File: src/rtl/whack_pkg.sv
// Shared types and helpers for the whack-a-mole hit judge: mole count,
// score width, FSM state encoding and BCD score arithmetic.
package whack_pkg;

   localparam int NUM_MOLES    = 3;
   localparam int SCORE_DIGITS = 2;

   typedef enum logic [1:0] {
      IDLE   = 2'd0,
      ARMED  = 2'd1,
      LOCKED = 2'd2
   } judge_state_t;

   typedef logic [3:0] bcd_digit_t;

   typedef struct packed {
      bcd_digit_t tens;
      bcd_digit_t ones;
   } score_t;

   // Saturates at 99.
   function automatic score_t bcd_inc(input score_t s);
      score_t r;
      r = s;
      if (s.tens == 4'd9 && s.ones == 4'd9) begin
         r = s;
      end else if (s.ones == 4'd9) begin
         r.tens = s.tens + 4'd1;
         r.ones = 4'd0;
      end else begin
         r.ones = s.ones + 4'd1;
      end
      return r;
   endfunction

   // Floors at 00.
   function automatic score_t bcd_dec(input score_t s);
      score_t r;
      r = s;
      if (s.tens == 4'd0 && s.ones == 4'd0) begin
         r = s;
      end else if (s.ones == 4'd0) begin
         r.tens = s.tens - 4'd1;
         r.ones = 4'd9;
      end else begin
         r.ones = s.ones - 4'd1;
      end
      return r;
   endfunction

endpackage

File: src/rtl/key_debouncer.sv
// One push button: 2-flop synchronizer, consecutive-sample debouncer and a
// one-cycle press pulse on the debounced 0->1 transition.
module key_debouncer #(
   parameter int DEBOUNCE_CYCLES = 1000000
) (
   input  logic clock,
   input  logic reset,
   input  logic key_n,
   output logic press
);

   localparam int CW = (DEBOUNCE_CYCLES > 1) ? $clog2(DEBOUNCE_CYCLES) : 1;
   localparam logic [CW-1:0] TC = CW'(DEBOUNCE_CYCLES - 1);

   logic          sync1;
   logic          sync2;
   logic          level;
   logic [CW-1:0] cnt;
   logic          sampled;

   assign sampled = ~sync2;

   always_ff @(posedge clock) begin
      if (reset) begin
         sync1 <= 1'b1;
         sync2 <= 1'b1;
         level <= 1'b0;
         cnt   <= '0;
         press <= 1'b0;
      end else begin
         sync1 <= key_n;
         sync2 <= sync1;
         press <= 1'b0;
         // cnt holds the number of disagreeing samples already seen.
         if (sampled == level) begin
            cnt <= '0;
         end else if (cnt == TC) begin
            level <= sampled;
            cnt   <= '0;
            press <= sampled;
         end else begin
            cnt <= cnt + 1'b1;
         end
      end
   end

endmodule

File: src/rtl/hit_judge.sv
// Whack-a-mole hit judge: debounces the mole keys, judges hit/miss against
// the lit moles and keeps a two-digit BCD score.
// Optional HIT_JUDGE_PENALTY_EN: each miss decrements the score (floor 00).
module hit_judge
   import whack_pkg::*;
#(
   parameter int DEBOUNCE_CYCLES = 1000000
) (
   input  logic                      clock,
   input  logic                      reset,
   input  logic                      game,
   input  logic [NUM_MOLES-1:0]      key_n,
   input  logic [NUM_MOLES-1:0]      mole,
   output logic                      hit,
   output logic                      miss,
   output logic                      turnoff,
   output logic [4*SCORE_DIGITS-1:0] score_bcd
);

   // state  | meaning
   // IDLE   | game off, score cleared, presses ignored
   // ARMED  | waiting for a whack on a lit mole
   // LOCKED | mole was hit, turnoff held until display clears mole

   logic [NUM_MOLES-1:0] press;
   judge_state_t         state;
   judge_state_t         state_next;
   score_t               score;
   score_t               score_next;
   logic                 hit_next;
   logic                 miss_next;

   for (genvar i = 0; i < NUM_MOLES; i++) begin : g_key
      key_debouncer #(
         .DEBOUNCE_CYCLES(DEBOUNCE_CYCLES)
      ) u_deb (
         .clock (clock),
         .reset (reset),
         .key_n (key_n[i]),
         .press (press[i])
      );
   end

   always_ff @(posedge clock) begin
      if (reset) begin
         state <= IDLE;
         score <= '0;
         hit   <= 1'b0;
         miss  <= 1'b0;
      end else begin
         state <= state_next;
         score <= score_next;
         hit   <= hit_next;
         miss  <= miss_next;
      end
   end

   always_comb begin
      state_next = state;
      score_next = score;
      hit_next   = 1'b0;
      miss_next  = 1'b0;
      if (!game) begin
         state_next = IDLE;
         score_next = '0;
      end else begin
         unique case (state)
            IDLE: begin
               state_next = ARMED;
            end
            ARMED: begin
               if (press != '0 && mole != '0) begin
                  if ($onehot(press) && (press & mole) != '0) begin
                     hit_next   = 1'b1;
                     score_next = bcd_inc(score);
                     state_next = LOCKED;
                  end else begin
                     miss_next = 1'b1;
`ifdef HIT_JUDGE_PENALTY_EN
                     score_next = bcd_dec(score);
`else
                     score_next = score;
`endif
                  end
               end
            end
            LOCKED: begin
               if (mole == '0) state_next = ARMED;
            end
            default: begin
               state_next = IDLE;
            end
         endcase
      end
   end

   assign turnoff   = (state == LOCKED);
   assign score_bcd = score;

endmodule

File: config.mk
export PLATFORM = sky130hd
export DESIGN_NAME = hit_judge
export DESIGN_NICKNAME = d
export VERILOG_FILES = /design/src/rtl/whack_pkg.sv /design/src/rtl/key_debouncer.sv /design/src/rtl/hit_judge.sv
export SDC_FILE = /design/constraint.sdc
export NUM_CORES = 1
export LEC_CHECK = 0
export CAP_MARGIN = 20
export CORE_MARGIN = 2
export CORE_UTILIZATION = 55
export CTS_CLUSTER_DIAMETER = 120
export CTS_CLUSTER_SIZE = 40
export DETAILED_ROUTE_END_ITERATION = 16
export PLACE_DENSITY = 0.74
export REMOVE_ABC_BUFFERS = 1
export SLEW_MARGIN = 20
export SYNTH_ARGS = -nofsm -noshare
export SYNTH_HDL_FRONTEND = slang
export SYNTH_SLANG_ARGS = --single-unit
File: constraint.sdc
create_clock -name clock -period 5.4 [get_ports clock]
set_input_delay 1.08 -clock clock [delete_from_list [all_inputs] [get_ports clock]]
set_output_delay 1.08 -clock clock [all_outputs]
set_load 0.1 [all_outputs]
## After elaboration in Yosys (flattened, before gate mapping)

Index checks and enable logic that the tools add are counted.

| word-level totals | value |
|---|---|
| register bits after elaboration | 84 |
| input port bits | 9 |
| output and inout bits | 11 |

| cells by class | value |
|---|---|
| add/sub/neg operators | 7 |
| equality and inequality tests | 14 |
| muxes and demuxes | 7 |
| bitwise logic cells | 14 |
| reductions and logical operators | 22 |

Operators with widths:

| kind | count |
|---|---|
| $add 20x1->20 const B | 3 |
| $eq 20x20->1 const B | 3 |
| $reduce_or 3->1 | 6 |
| $not 1->1 | 13 |
| $reduce_bool 3->1 | 3 |
| $add 4x1->4 const B | 2 |
| $eq 4x4->1 const B | 2 |
| $mux 2 | 3 |
| $pmux 2 s3 | 1 |
| $reduce_and 2->1 | 3 |
| $reduce_and 5->1 | 1 |
| $eq 2x1->1 const B | 2 |
| $mux 4 | 1 |
| $ne 2x2->1 const B | 2 |
| $reduce_and 4->1 | 1 |
| $reduce_or 4->1 | 1 |
| $and 3x3->3 | 1 |
| $eq 1x1->1 | 3 |
| $logic_and 1x1->1 | 3 |
| $logic_not 3->1 | 1 |
| $reduce_and 3->1 | 1 |
| $add 1x1->2 | 1 |
| $add 2x1->2 | 1 |
| $eq 2x2->1 const B | 1 |
| 4 further kinds | 5 |

## Depth between registers and ports, before layout

Gate-level depths: netlist of the first run.

| depth | value |
|---|---|
| depth after elaboration | 7 |
| mapped depth | 6 |
| depth with buffers taken out | 6 |

## Cells and area by module

Synthesis of the first run repeated with hierarchy kept, for this count alone.

| second synthesis, totals | value |
|---|---|
| cells, all modules | 423 |
| area total of the unflattened synthesis | 3,897.5 sq um |

Modules (own cells, without submodules):

| module | instances | cells an instance | area each (sq um) | sequential area each (sq um) |
|---|---|---|---|---|
| key_debouncer (g_key[0].u_deb ...) | 2 | 114 | 1,048.5 | 480.5 |
| key_debouncer (g_key[2].u_deb) | 1 | 117 | 1,098.6 | 480.5 |
| hit_judge | 1 | 78 | 701.9 | 240.2 |

## Least setup slack after synthesis of the first run

OpenSTA, ideal clock, no wires.

| timing | value |
|---|---|
| path kind | register -> output |
| from | reg state[1] |
| to | out turnoff |
| data arrival time | 1.735 ns |
| data required time | 4.320 ns |
| setup slack | 2.585 ns |
| cell stages (with the launch flop) | 2 |
| cell sequence | dfxtp_1 > nor2b_1 |

| between the ends | value |
|---|---|
| cells in the longest elaborated chain, start to end | 1 |

Ends and longest elaborated chain:

| item | line | source |
|---|---|---|
| start, declared | hit_judge.sv:26 | `judge_state_t state;` |
| start signal, assigned | hit_judge.sv:51 | `state <= state_next;` |
| $eq 2x2->1 | hit_judge.sv:97 | `assign turnoff = (state == LOCKED);` |
| end, declared | hit_judge.sv:16 | `output logic turnoff,` |

Every way passes these cells.

## Final worst setup path of the first run

Same ends and word-level chain as after synthesis.

==> results of run 1 <==
layer usage:
metal / up-vias / routed length, microns / part of all wire / track usage
met5: - / 0 / 0 / 0
met4: 0 / 125 / 0.019 / 0.0895
met3: 14 / 243 / 0.037 / 0.0352
met2: 62 / 2940 / 0.44 / 0.280
met1: 1369 / 3330 / 0.50 / 0.268
li1: 1542 / - / - / -
area by class of cell:
class | count | area (sq um)
multi-input cells | 312 | 1950
inverters | 8 | 30.0
fillers | 579 | 2450
clock buffers | 12 | 145
repair buffers | 20 | 198
well taps | 80 | 100
clock inverters | 4 | 120
flip-flops and latches | 84 | 1680
report_power, final:
part	switching (W)	leakage (nW)	total [W]	internal (W)
clock network	0.000212	0.131	0.000580	0.000367
registers	0.00000196	0.678	0.000624	0.000622
logic	0.00000958	0.469	0.0000184	0.00000884
total	0.000224	1.28	0.00122	0.000998
registers in the layout (all words and copies together), names as in the netlist:
register / cells
g_key.u_deb.cnt: 60
g_key.u_deb.level: 3
g_key.u_deb.press: 3
g_key.u_deb.sync1: 3
g_key.u_deb.sync2: 3
hit: 1
miss: 1
score_bcd: 8
state: 2
layout by cell type (no fill, tap or decap), types with 12 or more instances in the layout:
master | netlist | routed
xor2_1 | 26 | 26
o31ai_1 | 12 | 12
nor2_1 | 51 | 51
or4_1 | 14 | 14
xnor2_1 | 14 | 14
or3_1 | 20 | 20
clkdlybuf4s50_1 | 0 | 19
a21oi_1 | 27 | 27
nand2_1 | 25 | 25
o21ai_0 | 14 | 14
dfxtp_1 | 84 | 84
nand3_1 | 22 | 22
nand4_1 | 14 | 14
per-stage QoR:
step	power (W)	utilization	setup slack [ns]	cell area, sq um	hold WS (ns)
after global placement	0.000657	0.593	2.41	3960	0.393
after detailed placement	0.000657	0.593	2.37	3960	0.392
after global routing	0.00127	0.633	2.22	4230	0.424
after floorplan	0.000646	-	2.59	3660	0.389
after CTS	0.00124	0.633	2.26	4230	0.412
final	0.00122	0.633	2.27	4230	0.411
final timing paths:
check	endpoint
max	turnoff
min	g_key[1].u_deb.sync2
max reg2reg	g_key[0].u_deb.cnt[4]
min reg2reg	g_key[1].u_deb.sync2
cells by family (layout without fill, tap and decap cells):
group | after synthesis | count (layout) | share of synthesized area
simple gates | 203 | 203 | 0.301
xor+xnor | 40 | 40 | 0.0940
mux | 3 | 3 | 0.00805
compound gates | 60 | 60 | 0.0980
buf+inv | 23 | 44 | 0.0255
flops | 84 | 84 | 0.451
fa+ha+maj | 6 | 6 | 0.0221
==> results.yml, run 1 <==
synthesis:
  synth.distinct_cells: 42
  synth-async-reset-ratio: 0
  ys_warn_count: 0
  synth-edff-count: 0
  avgSynthCellArea_sq_um: 8.90
  ys_ff_latch: 84
  synth_ff_type: "dfxtp_1"
  synth_area_leaders: "dfxtp_1 (45%), xor2_1 (6.1%), nor2_1 (5.1%)"
  synth_common_cells: "dfxtp_1 (84), nor2_1 (51), a21oi_1 (27)"
  synth.most_common_cell: "dfxtp_1"
  yosysTopAreaCellShare: 0.451
  syn_area_sq_um: 3730
  yosys.area.top_type: "dfxtp_1"
  syn_inst: 419
  ys_seq_area_frac: 0.451
clock_tree:
  cts.sinks: 84
  htreeDepth: 3
  cts_tree: "built"
  cts_made_buffers: 9
  clockBufferDepth: 2
  ctsResizeCount: 0
  clk_latency_ns: 0.35
  cts_hold_buffers: 0
  cts_setup_buffers: 0
  clk_pin_slew_ns: 0.08
  cts_root_buf: "clkbuf_8"
finish:
  syn2layout_area_growth_pct: 13.4
  fin_cells: 520
  drive_above_1_share: 0.0636
  nNetsFinal: 450
  diodes: 0
die:
  fp.dieW_microns: 86.3
  io-pin-count: 20
  die-area_sq_um: 7450
  start_util: 0.558
  die_h_microns: 86.3
  std_cell_rows: 30
  core_sq_um: 6680
hold_path:
  min_from: "g_key[1].u_deb.sync1"
  hold-path-cell-count: 1
  hold_class: "reg -> reg"
routing:
  route.vias.total: 2987
  first_iter_violations: 110
  drc: 0
  finalWirelength_microns: 6640
  wire_per_inst_microns: 12.8
  vias_per_cell: 5.74
  drtPass1Iterations: 4
  ant_nets: 0
timing:
  fmax_ghz: 0.320
  finalHoldViolations: 0
  slew-limit-headroom: 0.346
  setup-violations-final: 0
  fin_setup_tns_ns: 0
  fin_crit_ns: 3.13
  tightest_slew_ns: 0.978
  rsz0062_at_grt: "false"
  maxSlewViolCount: 0
  final.setup_skew_ns: 0.00953
  fin_crit_sh: 0.579
setup_path:
  cp-end-kind: "primary output"
  critical_path.startpoint: "state[1]"
  rrSetupSlack_ns: 3.13
  crit_path_top_delay_cell: "clkdlybuf4s50_1"
  slowest_delay_ns: 1.15
  worstPathArrival_ns: 2.05
  ff2ff_path_depth: 4
  path_cells: "nor2b_1 > clkdlybuf4s50_1"
  cp-start-kind: "register"
  r2r_start: "g_key[0].u_deb.cnt[10]"
  path_delay_family: "buffers and inverters"
  cp_num_buf_inv: 1
  path_max_fanout: 5
  critPathKind: "reg -> out"
  crit_required_ns: 4.32
  crit_cells: 2
grt:
  grt_overflow: 0
  track_usage: 0.190
  grt_max_degree: 21
  antenna_found_initial: 0
  grt_pass1_vias: 2608
  grt_pass1_wl_microns: 11600
pwr:
  p_leak_nw: 1.28
  ir_drop_mv: 0.169
  powerDensity_nw_per_um2: 289
placement:
  io_buffers: 19
  routabilityCongestion: 0.787
  numPlacedInstances: 504
  hpwlAfterDp_microns: 4450
flow_run:
  max_cap_violations: 0
outcome:
  status: "finished, final reports clean"
(Power assumes the default switching activity.)
==> run 2: changes to the inputs <==
--- a/config.mk
+++ b/config.mk
@@ -7,11 +7,11 @@
 export LEC_CHECK = 0
 export CAP_MARGIN = 20
 export CORE_MARGIN = 2
-export CORE_UTILIZATION = 55
+export CORE_UTILIZATION = 53
 export CTS_CLUSTER_DIAMETER = 120
 export CTS_CLUSTER_SIZE = 40
 export DETAILED_ROUTE_END_ITERATION = 16
-export PLACE_DENSITY = 0.74
+export PLACE_DENSITY = 0.75
 export REMOVE_ABC_BUFFERS = 1
 export SLEW_MARGIN = 20
 export SYNTH_ARGS = -nofsm -noshare
==> constraint.sdc (replaced) <==
create_clock -name clock -period 2.7 [get_ports clock]
set_input_delay 0.54 -clock clock [delete_from_list [all_inputs] [get_ports clock]]
set_output_delay 0.54 -clock clock [all_outputs]
set_load 0.1 [all_outputs]
==> results.yml, run 2 (same netlist as run 1, synthesis figures left out) <==
grt:
  gr-usage-met2: 0.317
  track_usage: 0.192
  antenna_found_initial: 0
  grt_pass1_vias: 2800
  gr-usage-met1: 0.241
  met3_usage: 0.0330
  top_usage_layer: "met2"
  grt_overflow: 0
  grt_max_degree: 21
  grt_pass1_wl_microns: 11800
finish:
  fin_area_sq_um: 4180
  regArea_sq_um: 1680
  syn2layout_area_growth_pct: 12.1
  top_register: "g_key.u_deb.cnt"
  largest_reg_flops: 60
  final_util: 0.615
  multi_input_area_sq_um: 1950
  final_common_cell: "dfxtp_1"
  fillers: 599
  nNetsFinal: 456
  drive_above_1_share: 0.105
  mostFrequentLayoutCells: "dfxtp_1 (84), nor2_1 (51), a21oi_1 (27), xor2_1 (26), nand2_1 (25)"
  diodes: 0
pwr:
  p_int_w: 0.00161
  sw_frac_of_total: 0.238
  powerDensity_nw_per_um2: 505
  ir_drop_mv: 0.272
  p_switching_w: 0.000502
  p_seq_frac: 0.590
  comb_power_share: 0.019
  clkPwrFrac: 0.391
  p_leak_nw: 1.28
die:
  die-area_sq_um: 7720
  std_cell_rows: 30
  start_util: 0.549
  die_h_microns: 87.9
  io-pin-count: 20
  fp.dieW_microns: 87.9
  core_sq_um: 6790
hold_path:
  min_from: "g_key[1].u_deb.sync1"
  hold_class: "reg -> reg"
routing:
  route.vias.total: 3024
  wire_per_inst_microns: 12.6
  vias_per_cell: 5.58
  drtPass1Iterations: 4
  drc: 0
  ant_nets: 0
  finalWirelength_microns: 6820
  first_iter_violations: 146
clock_tree:
  cts_root_buf: "clkbuf_8"
  cts_tree: "built"
  cts_hold_buffers: 0
  htreeDepth: 3
  cts_made_buffers: 9
  clk_latency_ns: 0.36
  cts.sinks: 84
  cts_setup_buffers: 0
  clk_pin_slew_ns: 0.09
  ctsResizeCount: 0
  clockBufferDepth: 2
setup_path:
  crit_required_ns: 2.97
  cp-start-kind: "register"
  critPathKind: "reg -> reg"
  r2r_start: "g_key[0].u_deb.press"
  critical_path.startpoint: "g_key[0].u_deb.press"
  worstPathArrival_ns: 2.58
  rrSetupSlack_ns: 0.39
  path_max_fanout: 7
  cp-end-kind: "register"
timing:
  fmax_ghz: 0.434
  fin_crit_sh: 0.854
  maxSlewViolCount: 0
  slew-limit-headroom: 0.478
  fin_setup_tns_ns: 0
  rsz0062_at_grt: "false"
  final.setup_skew_ns: 0.0133
  hold_ws_ns: 0.407
  setup-violations-final: 0
  tightest_slew_ns: 0.774
  finalHoldViolations: 0
  fin_crit_ns: 2.31
placement:
  io_buffers: 19
  routabilityCongestion: 0.854
  postPlaceCellArea_sq_um: 4000
  hpwlAfterDp_microns: 4680
flow_run:
  max_cap_violations: 0
outcome:
  status: "finished, final reports clean"
[run 2: cell count changes in the layout (fill, tap and decap cells not counted), sizes merged]
cell           delta
buf              +17
bufinv            -4
clkbuf            -3
clkdlybuf4s50    -11
clkinv            +2
clkinvlp          +2
inv               +3
[run 2: per-stage QoR]
step / total power (W) / worst slack, ns / std cells
after floorplan: 0.00129 / 0.149 / 404
final: 0.00211 / 0.394 / 542
after global routing: 0.00220 / 0.261 / 542
after detailed placement: 0.00132 / 0.331 / 526
after global placement: 0.00132 / 0.359 / 526
after CTS: 0.00214 / 0.413 / 542
[run 2: critical path: stages, from the launching register on]
cell	delay, ns
dfxtp_1	0.36
fa_1	0.55
nand2b_1	0.15
or4_4	0.58
or4_1	0.49
o31ai_1	0.09
[run 2: area by class of cell]
type / instances / share of cell area
clock buffer: 9 / 0.0296
clock inverter: 7 / 0.0141
inverter: 8 / 0.00718
multi-input combinational: 312 / 0.467
sequential: 84 / 0.402
tap: 96 / 0.0287
timing repair buffer: 26 / 0.0515
[run 2: metal layers]
layer	part of all wire	routed length, microns
met3	0.028	190
met2	0.48	3270
met4	0.019	130
met1	0.47	3230
met5	0	0
[run 2: power by group through the flow]
stage | Clock [W] | Sequential (W) | Combinational, W
floorplan | 0 | 0.00128 | 0.0000167
global placement | 0 | 0.00128 | 0.0000406
detailed placement | 0 | 0.00128 | 0.0000403
CTS | 0.000850 | 0.00125 | 0.0000406
global route | 0.000909 | 0.00125 | 0.0000443
finish | 0.000825 | 0.00125 | 0.0000400
[run 2: path summary, 6_finish.rpt]
| path | end | cells past startpoint |
|---|---|---|
| worst max register to register | score_bcd[5] | 5 |
| worst min-delay path | g_key[1].u_deb.sync2 | 1 |
| worst max-delay path | score_bcd[5] | 5 |
| worst min register to register | g_key[1].u_deb.sync2 | 1 |
==> run 3: changes to the inputs <==
--- a/config.mk
+++ b/config.mk
@@ -7,11 +7,12 @@
 export LEC_CHECK = 0
 export CAP_MARGIN = 20
 export CORE_MARGIN = 2
-export CORE_UTILIZATION = 53
+export CORE_UTILIZATION = 55
 export CTS_CLUSTER_DIAMETER = 120
 export CTS_CLUSTER_SIZE = 40
 export DETAILED_ROUTE_END_ITERATION = 16
-export PLACE_DENSITY = 0.75
+export DONT_BUFFER_PORTS = 1
+export PLACE_DENSITY = 0.73
 export REMOVE_ABC_BUFFERS = 1
 export SLEW_MARGIN = 20
 export SYNTH_ARGS = -nofsm -noshare
==> results.yml, run 3 (same netlist as run 1, synthesis figures left out) <==
pwr:
  powerDensity_nw_per_um2: 520
  clkPwrFrac: 0.395
  finalPower_w: 0.00210
  p_int_w: 0.00166
  sw_frac_of_total: 0.210
  p_leak_nw: 1.23
  ir_drop_mv: 0.359
  p_seq_frac: 0.594
  comb_power_share: 0.011
  p_switching_w: 0.000441
routing:
  ant_nets: 0
  first_iter_violations: 112
  drc: 0
  finalWirelength_microns: 6980
  vias_per_cell: 5.81
  wire_per_inst_microns: 13.6
  route.vias.total: 2977
  drtPass1Iterations: 5
finish:
  top_register: "g_key.u_deb.cnt"
  nNetsFinal: 442
  mostFrequentLayoutCells: "dfxtp_1 (84), nor2_1 (51), a21oi_1 (27), xor2_1 (26), nand2_1 (25)"
  final_common_cell: "dfxtp_1"
  drive_above_1_share: 0.0949
  final_util: 0.605
  fillers: 609
  fin_cells: 512
  largest_reg_flops: 60
  syn2layout_area_growth_pct: 8.49
  diodes: 0
die:
  io-pin-count: 20
  start_util: 0.558
  core_sq_um: 6680
  std_cell_rows: 30
  die-area_sq_um: 7450
  die_h_microns: 86.3
  fp.dieW_microns: 86.3
setup_path:
  cp-start-kind: "register"
  cp-end-kind: "register"
  critPathKind: "reg -> reg"
  path_max_fanout: 7
  worstPathArrival_ns: 2.51
  crit_required_ns: 2.96
clock_tree:
  ctsResizeCount: 0
  cts_tree: "built"
  cts_root_buf: "clkbuf_8"
  cts.sinks: 84
  cts_hold_buffers: 0
  clockBufferDepth: 2
  clk_pin_slew_ns: 0.08
  htreeDepth: 3
  cts_setup_buffers: 0
  clk_latency_ns: 0.34
  cts_made_buffers: 9
placement:
  routabilityCongestion: 0.837
  hpwlAfterDp_microns: 4820
  io_buffers: 0
  numPlacedInstances: 496
timing:
  rsz0062_at_grt: "false"
  fin_crit_sh: 0.832
  maxSlewViolCount: 0
  slew-limit-headroom: 0.380
  setup-violations-final: 0
  tightest_slew_ns: 0.929
  fin_setup_tns_ns: 0
  finalHoldViolations: 0
  final.setup_skew_ns: 0.00793
  fmax_ghz: 0.445
  fin_crit_ns: 2.25
flow_run:
  max_cap_violations: 0
hold_path:
  hold_class: "in -> reg"
grt:
  grt_pass1_wl_microns: 12200
  grt_pass1_vias: 2718
  track_usage: 0.202
  antenna_found_initial: 0
  grt_overflow: 0
  grt_max_degree: 21
outcome:
  status: "finished, final reports clean"
run 3: cell count changes in the layout (fill, tap and decap cells not counted):
cell	previous run	this run
clkbuf_8	9	12
clkinv_4	2	0
clkdlybuf4s50_1	8	0
clkinv_2	0	1
nor2b_1	2	1
clkbuf_1	0	1
nor2b_2	0	1
inv_6	3	0
buf_4	18	12
run 3: final cells by class:
cell class / instances / area (sq um) / area share
Clock buffer: 13 / 169 / 0.0418
Clock inverter: 3 / 20.0 / 0.00495
Tap cell: 80 / 100 / 0.0247
Inverter: 8 / 30.0 / 0.00742
Sequential cell: 84 / 1680 / 0.416
Timing Repair Buffer: 12 / 90.1 / 0.0223
Multi-Input combinational cell: 312 / 1950 / 0.483
run 3: final timing paths:
kind,startpoint,cells after the start,end,slack (ns)
worst min register to register,g_key[2].u_deb.sync1,1,g_key[2].u_deb.sync2,0.42
worst max-delay path,g_key[0].u_deb.press,5,score_bcd[5],0.45
worst max register to register,g_key[0].u_deb.press,5,score_bcd[5],0.45
worst min-delay path,reset,1,g_key[2].u_deb.level,0.26
run 3: per-layer routing:
layer / wire (microns) / up-vias / GRT usage
li1: - / 1521 / -
met1: 3320 / 1407 / 0.260
met2: 3280 / 40 / 0.322
met3: 278 / 9 / 0.0629
met4: 94 / 0 / 0.0668
met5: 0 / - / 0
run 3: per-stage QoR:
stage | hold WS, ns | worst slack, ns | cell area [sq um]
finish | 0.259 | 0.454 | 4050
global route | 0.224 | 0.317 | 4050
global placement | 0.396 | 0.499 | 3860
detailed placement | 0.398 | 0.455 | 3860
floorplan | 0.389 | 0.149 | 3660
CTS | 0.239 | 0.448 | 4050
run 3: critical path: stages (launching register included):
cell and delay (ns):
dfxtp_1 0.35, fa_1 0.54, nand2b_1 0.14, or4_4 0.58, or4_1 0.48, o31ai_1 0.07
run 3: power groups by stage:
stage	clock network (W)	logic, W	registers [W]
CTS	0.000860	0.0000235	0.00125
floorplan	0	0.0000167	0.00128
global placement	0	0.0000229	0.00128
global route	0.000916	0.0000264	0.00125
finish	0.000831	0.0000232	0.00125
detailed placement	0	0.0000233	0.00128
